File: src/rtl/dbus_arbiter.sv
// rtl/dbus_arbiter.sv - shared dBUS arbiter for data walker, instruction walker and memory stage
// Single in-flight transaction; walkers have priority unless dmem has been starved.
package dbus_pkg;
  typedef struct packed {
    logic        valid;
    logic [31:0] addr;
    logic [2:0]  size;
    logic [7:0]  strobe;
    logic [63:0] data;
  } dbus_req_t;

  typedef struct packed {
    logic        addr_ok;
    logic        data_ok;
    logic [63:0] data;
  } dbus_resp_t;
endpackage

module dbus_arbiter
  import dbus_pkg::*;
#(
  parameter int STARVE_LIMIT = 4
) (
  input  logic       clk,
  input  logic       reset,
  input  dbus_req_t  dwalk_req,
  output dbus_resp_t dwalk_resp,
  input  dbus_req_t  iwalk_req,
  output dbus_resp_t iwalk_resp,
  input  dbus_req_t  dmem_req,
  output dbus_resp_t dmem_resp,
  output dbus_req_t  dreq,
  input  dbus_resp_t dresp,
  output logic [1:0] owner
);

  localparam int CW = $clog2(STARVE_LIMIT + 1);
  localparam logic [CW-1:0] LIMIT = CW'(STARVE_LIMIT);

  typedef enum logic {IDLE, BUSY} state_t;

  state_t        r_state;
  state_t        w_state_next;
  logic [1:0]    r_owner;
  logic [1:0]    w_winner;
  dbus_req_t     r_hold;
  dbus_req_t     w_win_req;
  logic [CW-1:0] r_starve;
  logic [CW-1:0] w_starve_next;

  always_ff @(posedge clk) begin
    if (reset) begin
      r_state  <= IDLE;
      r_owner  <= 2'd0;
      r_hold   <= '0;
      r_starve <= '0;
    end else begin
      r_state  <= w_state_next;
      r_starve <= w_starve_next;
      if (r_state == IDLE && w_winner != 2'd0) begin
        r_owner <= w_winner;
        r_hold  <= w_win_req;
      end else if (r_state == BUSY && dresp.data_ok) begin
        r_owner <= 2'd0;
      end
    end
  end

  always_comb begin
    w_state_next  = r_state;
    w_winner      = 2'd0;
    w_win_req     = '0;
    w_starve_next = r_starve;
    case (r_state)
      IDLE: begin
        // A saturated counter lets a waiting dmem jump both walkers.
        if (r_starve == LIMIT && dmem_req.valid) w_winner = 2'd3;
        else if (dwalk_req.valid)                w_winner = 2'd1;
        else if (iwalk_req.valid)                w_winner = 2'd2;
        else if (dmem_req.valid)                 w_winner = 2'd3;

        case (w_winner)
          2'd1:    w_win_req = dwalk_req;
          2'd2:    w_win_req = iwalk_req;
          2'd3:    w_win_req = dmem_req;
          default: w_win_req = '0;
        endcase

        if (w_winner != 2'd0) w_state_next = BUSY;

        if (w_winner == 2'd3 || !dmem_req.valid) w_starve_next = '0;
        else if (w_winner != 2'd0 && r_starve != LIMIT) w_starve_next = r_starve + CW'(1);
      end
      BUSY: begin
        if (dresp.data_ok) w_state_next = IDLE;
      end
      default: w_state_next = IDLE;
    endcase
  end

  always_comb begin
    dreq       = '0;
    dwalk_resp = '0;
    iwalk_resp = '0;
    dmem_resp  = '0;
    if (r_state == BUSY) begin
      dreq = r_hold;
      case (r_owner)
        2'd1:    dwalk_resp = dresp;
        2'd2:    iwalk_resp = dresp;
        2'd3:    dmem_resp  = dresp;
        default: ;
      endcase
    end
  end

  assign owner = r_owner;

endmodule

File: config.mk
export PLATFORM = sky130hd
export DESIGN_NAME = dbus_arbiter
export DESIGN_NICKNAME = d
export VERILOG_FILES = /design/src/rtl/dbus_arbiter.sv
export SDC_FILE = /design/constraint.sdc
export NUM_CORES = 1
export LEC_CHECK = 0
export CAP_MARGIN = 15
export CELL_PAD_IN_SITES_DETAIL_PLACEMENT = 0
export CELL_PAD_IN_SITES_GLOBAL_PLACEMENT = 1
export CORE_AREA = 4 4 268 270
export DETAILED_ROUTE_END_ITERATION = 7
export DIE_AREA = 0 0 272 274
export GPL_ROUTABILITY_DRIVEN = 1
export MAX_ROUTING_LAYER = met4
export PLACE_DENSITY = 0.51
export RECOVER_POWER = 25
export SLEW_MARGIN = 30
export SYNTH_ARGS = -nofsm -noshare
export SYNTH_HDL_FRONTEND = slang
export SYNTH_SLANG_ARGS = --single-unit
File: constraint.sdc
create_clock -name clk -period 2.36 [get_ports clk]
set_clock_uncertainty 0.05 [all_clocks]
set_input_delay 0.472 -clock clk [delete_from_list [all_inputs] [get_ports clk]]
set_output_delay 0.472 -clock clk [all_outputs]
set_load 0.05 [all_outputs]
==> results.cfg, run 1 <==
[synthesis]
ys.flop_type = dfxtp_1
netlist_instances = 1331
synth_top_area_frac = 0.245
syn_area_um2 = 9320
synthTopCellsByArea = dfxtp_1 (24%), a311oi_1 (10%), a221oi_1 (8.7%), a21o_1 (8.6%), nand3b_1 (8.6%)
ys_async_sr_fraction = 0
yosysWarningCount = 0
synth-xor-area-share = 0
synth_top_cell_by_area = dfxtp_1
synth_edf_count = 0
synth_compound_area_frac = 0.309
post-synth-top-count-cell = nor2_1
synthMuxAreaShare = 0
synthSimpleGateAreaFrac = 0.319
ys_seq_area_frac = 0.245
ys_ff_latch = 114
synth_top_family_by_area = simple AND/OR/NAND/NOR gates
synth_common_cells = nor2_1 (199), nand2_1 (178), dfxtp_1 (114)
synth_fp_nets = 1725
yosys.cell_types.count = 32
synth-adder-area-share = 0.00268
synth.avg_cell_area_um2 = 7.00

[setup_path]
cp-end-kind = output port
cp.required_ns = 1.84
worst-path-buf-inv = 3
critPathTopFamily = buffers and inverters
critPathKind = reg -> out
crit_fanout = 22
reg2reg_slack_ns = 0.19
reg2reg_to = r_hold[69]
path_cells = buf_4 -> buf_12 -> nand2_1 -> nor2_1 -> buf_12
reg2regPathDepth = 5
crit_arrival_ns = 1.77
crit_top_cell = buf_12
critPathMaxStageDelay_ns = 0.43
start_kind = flip-flop
rr_startpoint = r_state
cp_slowest_cell = dfxtp_4

[die]
start_util = 0.134
die_h_um = 274
pin_count = 700
dieArea_um2 = 74500
die_w_um = 272
coreArea_um2 = 69500
rows = 97

[routing]
vias_per_cell = 4.22
via_count = 12300
wl_met3_um = 4360
wl_met1_um = 24700
post_drt_wl_per_cell_um = 21.3
met2WireLength_um = 31600
drt_iter0_markers = 601
top_layer = met4
first_pass_iters = 6
ant_nets = 0
route.detailed.drc = 0
drt-total-wl_um = 62200

[grt]
grt_max_degree = 118
grt_pass1_vias = 12400
grt_use_total = 0.161
antenna_found_initial = 9
grt_pass1_wl_um = 86700
overflow = 0

[power]
p_int_mw = 5.60
switchingPower_mw = 2.94
pwr-share-clk = 0.328
p_leak_nw = 8.12
seqPwrFrac = 0.258
pwr_density_cell_nw_per_um2 = 396
pwr-share-comb = 0.413
p_sw_frac = 0.345
finalPower_mw = 8.54
ir_drop_mv = 0.515

[layout]
area_delta_synth_final_pct = 131
fin_area_um2 = 21600
multi_input_area_um2 = 6090
regArea_um2 = 2290
fillCellCount = 7286
nets = 2353
drive_gt1_frac = 0.265
utilization = 0.310

[cts]
root_buffer = clkbuf_16
cts_buffers = 17
cts_hold_buf = 0
htreeDepth = 4
clock_sinks = 114
cts.clk_slew.worst_paths_ns = 0.06
clockBufferDepth = 2
cts_tree = built
clock_latency_ns = 0.46

[hold_path]
worstHoldStart = reset
hp-class = in -> reg
hold_path_depth = 2
whs_endpoint = r_hold[107]

[place]
postPlaceCellArea_um2 = 20600
numPortBuffers = 699
gp_congestion = 0.864
dp_hpwl_um = 47300

[timing]
grt_setup_unrepaired = true
finalHoldViolations = 0
fmax_mhz = 436
slew_violations = 0
tightest_slew_ns = 0.747
fin_crit_sh = 0.972
setup_viol_count_final = 0
relSlewSlack = 0.502
layout_min_cycle_time_ns = 2.29

[flow_run]
max-cap-violations = 0

[outcome]
run_status = finished, final reports clean
==> sequential cells by signal, indices dropped and copies added (netlist names) <==
register	count
owner	2
r_hold	108
r_starve	3
r_state	1
==> placed cells by master (no fill, tap or decap), types with 2 or more instances in the layout <==
master	netlist	final
clkdlybuf4s50_1	0	389
buf_12	0	327
nand2_1	178	176
inv_1	112	112
dfxtp_1	114	111
and2_1	108	108
nand3b_1	107	107
a21o_1	107	107
a311oi_1	107	107
nor2_1	199	107
a221oi_1	93	100
nor2_2	0	91
buf_4	10	49
clkbuf_16	0	19
diode_2	0	9
a221oi_2	14	7
a21oi_1	6	6
buf_6	7	5
o211ai_1	3	3
clkbuf_8	0	3
bufinv_16	0	3
nand2b_4	0	2
ha_1	2	2
clkinvlp_4	0	2
clkinv_2	0	2
dfxtp_4	0	2
==> layer usage <==
metal  up-vias  GRT usage
met5         -          -
met2       469      0.275
met3        52     0.0489
met4         0     0.0593
li1       5909          -
met1      5881      0.178
==> through the flow <==
step	setup TNS (ns)	hold slack, ns	std cells	setup slack, ns
after global placement	0	0.382	2871	0.225
final	0	0.367	2919	0.0657
after global routing	-0.561	0.324	2919	-0.0387
after CTS	-0.0825	0.308	2907	-0.0339
after detailed placement	0	0.387	2871	0.245
after floorplan	-7.22	0.371	1331	-0.0688
==> worst reg2reg max path: stages (launching register included) <==
cell and delay, ns:
dfxtp_4 0.43, buf_12 0.20, buf_12 0.16, or2_1 0.60, buf_8 0.38, a221oi_1 0.23
==> worst max path at each step <==
stage	startpoint	to	cells past startpoint	slack, ns
after floorplan	owner[0]	dwalk_resp[25]	4	-0.07
after global placement	dresp[11]	iwalk_resp[11]	4	0.22
after detailed placement	dresp[11]	iwalk_resp[11]	4	0.25
after CTS	r_state	iwalk_resp[64]	5	-0.03
after global routing	r_state	dmem_resp[52]	5	-0.04
final	r_state	dmem_resp[0]	5	0.07
==> kinds of logic (layout without fill, tap and decap cells) <==
kind of cell / count (synthesis) / in the layout
AND/OR/NAND/NOR: 603 / 603
AO/OA/AOI/OAI: 335 / 335
buffers and inverters: 277 / 916
flip-flops: 114 / 114
adder cells (fa/ha/maj): 2 / 2
other: 0 / 9
==> layout make-up <==
class / count / area share
antenna: 9 / 0.00104
clock buffer: 21 / 0.0218
clock inverter: 9 / 0.00604
inverter: 112 / 0.0195
multi-input combinational: 940 / 0.282
sequential: 114 / 0.106
tap: 940 / 0.0546
timing repair buffer: 774 / 0.508
==> timing repair <==
action / CTS / global route
gates resized for setup: 48 / 50
cloned: 0 / 2
pin swaps: 0 / 1
setup buffers: 6 / 1
endpoints found under the hold margin: 0 / 0
endpoints found under the setup margin: 270 / 66
==> power groups by stage <==
stage / sequential [mW] / combinational [mW] / clock [mW]
2_1_floorplan: 2.22 / 1.61 / 0
3_3_place_gp: 2.25 / 3.48 / 0
4_1_cts: 2.21 / 3.56 / 2.94
6_report: 2.21 / 3.53 / 2.81
5_1_grt: 2.23 / 3.75 / 2.99
3_5_place_dp: 2.26 / 3.49 / 0
Power figures use the tool's default switching activity.
==> run 2: changes to the inputs <==
--- a/config.mk
+++ b/config.mk
@@ -8,13 +8,15 @@
 export CAP_MARGIN = 15
 export CELL_PAD_IN_SITES_DETAIL_PLACEMENT = 0
 export CELL_PAD_IN_SITES_GLOBAL_PLACEMENT = 1
-export CORE_AREA = 4 4 268 270
+export CORE_AREA = 4 4 267 269
 export DETAILED_ROUTE_END_ITERATION = 7
-export DIE_AREA = 0 0 272 274
+export DIE_AREA = 0 0 271 273
+export DONT_BUFFER_PORTS = 1
 export GPL_ROUTABILITY_DRIVEN = 1
 export MAX_ROUTING_LAYER = met4
-export PLACE_DENSITY = 0.51
+export PLACE_DENSITY = 0.31
 export RECOVER_POWER = 25
+export REMOVE_ABC_BUFFERS = 1
 export SLEW_MARGIN = 30
 export SYNTH_ARGS = -nofsm -noshare
 export SYNTH_HDL_FRONTEND = slang
==> run 2 against run 1 <==
Design area is 36% lower. First-iteration DRC count is 17% lower. Fmax is 0.18% higher. Combinational power is 36% lower. Sequential power hardly changed. Count of clock-buffer cells in the layout is 4 lower. Global-route usage is 1.1 points lower. Total power is 14% lower. Largest power group is now clock.
==> results.cfg, run 2 (same netlist as run 1, synthesis figures left out) <==
[cts]
cts.clk_slew.worst_paths_ns = 0.07
cts_buffers = 17
clock_latency_ns = 0.47
htreeDepth = 4
clockBufferDepth = 2
clock_sinks = 114
cts_tree = built
root_buffer = clkbuf_16

[place]
place_ws_ns = 0.226
dp_hpwl_um = 41400
placed_cells = 2431
gp_congestion = 0.903
numPortBuffers = 0
postPlaceCellArea_um2 = 12700

[routing]
route.detailed.drc = 0
first_pass_iters = 5
post_drt_wl_per_cell_um = 23.2
drt-total-wl_um = 57600
drt_iter0_markers = 497
vias_per_cell = 4.33
ant_nets = 0
via_count = 10800

[timing]
layout_setup_ws_ns = 0.0699
setup_viol_count_final = 0
finalHoldViolations = 0
fmax_mhz = 437
grt_setup_unrepaired = true
slew_violations = 0
relSlewSlack = 0.519
fin_crit_sh = 0.970
tightest_slew_ns = 0.720
layout_min_cycle_time_ns = 2.29

[die]
dieArea_um2 = 74000
rows = 96
coreArea_um2 = 68600
pin_count = 700
die_w_um = 271
die_h_um = 273
start_util = 0.136

[setup_path]
crit_start = r_state
reg2reg_slack_ns = 0.36
crit_arrival_ns = 1.77
reg2regPathDepth = 6
cp.required_ns = 1.84
worstSetupEndpoint = iwalk_resp[10]
cp-end-kind = output port
critPathKind = reg -> out
start_kind = flip-flop
rr_startpoint = r_starve[0]
reg2reg_to = r_hold[71]
crit_fanout = 11

[outcome]
run_status = finished, final reports clean

[power]
p_leak_nw = 5.68
ir_drop_mv = 0.528
pwr_density_cell_nw_per_um2 = 533
finalPower_mw = 7.34

[layout]
fin_area_um2 = 13800
mostFrequentLayoutCells = buf_4 (280), nor2_1 (192), nand2_1 (170)
regMostFlops = r_hold
final_common_cell = buf_4
largest_reg_flops = 108
area_delta_synth_final_pct = 47.7
final_cells = 2485
drive_gt1_frac = 0.275
fillCellCount = 7732
nets = 1931

[hold_path]
hold_path_depth = 1
worstHoldStart = reset
hp-class = in -> reg

[flow_run]
max-cap-violations = 0

[grt]
overflow = 0
grt_pass1_wl_um = 80100
grt_max_degree = 223
grt_pass1_vias = 11000
antenna_found_initial = 6
grt_use_total = 0.150
## run 2: cell count changes in the layout (fill, tap and decap cells not counted), sizes merged, moves of 3 or more
cell | previous run | this run
buf | 383 | 345
clkbuf | 23 | 20
clkdlybuf4s50 | 389 | 0
diode | 9 | 4
dlygate4sd3 | 0 | 4
inv | 113 | 118
## run 2: worst max-delay path: stages, from the launching register on
cell     delay (ns)
dfxtp_4        0.47
buf_6          0.22
nand2_1        0.18
nor2_1         0.19
buf_4          0.23
## run 2: report_power, final
group / internal (mW) / switching (mW)
logic: 0.835 / 1.42
registers: 2.12 / 0.113
clock network: 1.69 / 1.17
total: 4.64 / 2.70
## run 2: layout make-up
| type | instances | area (um2) | share of cell area |
|---|---|---|---|
| multi-input combinational | 940 | 5960 | 0.433 |
| clock buffer | 17 | 425 | 0.0309 |
| inverter | 112 | 420 | 0.0305 |
| sequential | 114 | 2290 | 0.166 |
| clock inverter | 15 | 195 | 0.0142 |
| timing repair buffer | 352 | 3310 | 0.240 |
| tap | 931 | 1160 | 0.0846 |
| antenna | 4 | 10.0 | 0.000727 |
## run 2: stage by stage
stage	hold WS [ns]	TNS [ns]	utilization
6_report	0.0678	0	0.201
5_1_grt	0.0158	-0.189	0.201
4_1_cts	0.00342	-0.307	0.198
3_5_place_dp	0.385	0	0.185
3_3_place_gp	0.383	0	0.185
2_1_floorplan	0.365	-1598.22	-
## run 2: worst min path at each step
| stage | end | slack [ns] |
|---|---|---|
| 2_1_floorplan | r_hold[107] | 0.36 |
| 3_3_place_gp | r_hold[107] | 0.38 |
| 6_report | r_hold[48] | 0.07 |
| 4_1_cts | r_hold[48] | 0.003 |
| 5_1_grt | r_hold[48] | 0.02 |
| 3_5_place_dp | r_hold[107] | 0.39 |
## run 2: layer usage
metal,wire [um],GRT usage,vias up
met4,1040,0.0433,0
met1,21500,0.155,5224
met2,31100,0.276,428
met5,0,-,-
li1,-,-,5057
met3,3930,0.0421,41
## run 2: what timing repair did
action,CTS,global route
resized for setup,30,25
buffers inserted,6,4
endpoints found under the hold margin,42,0
hold buffers,5,0
setup endpoints to repair,294,67
gates cloned,0,3
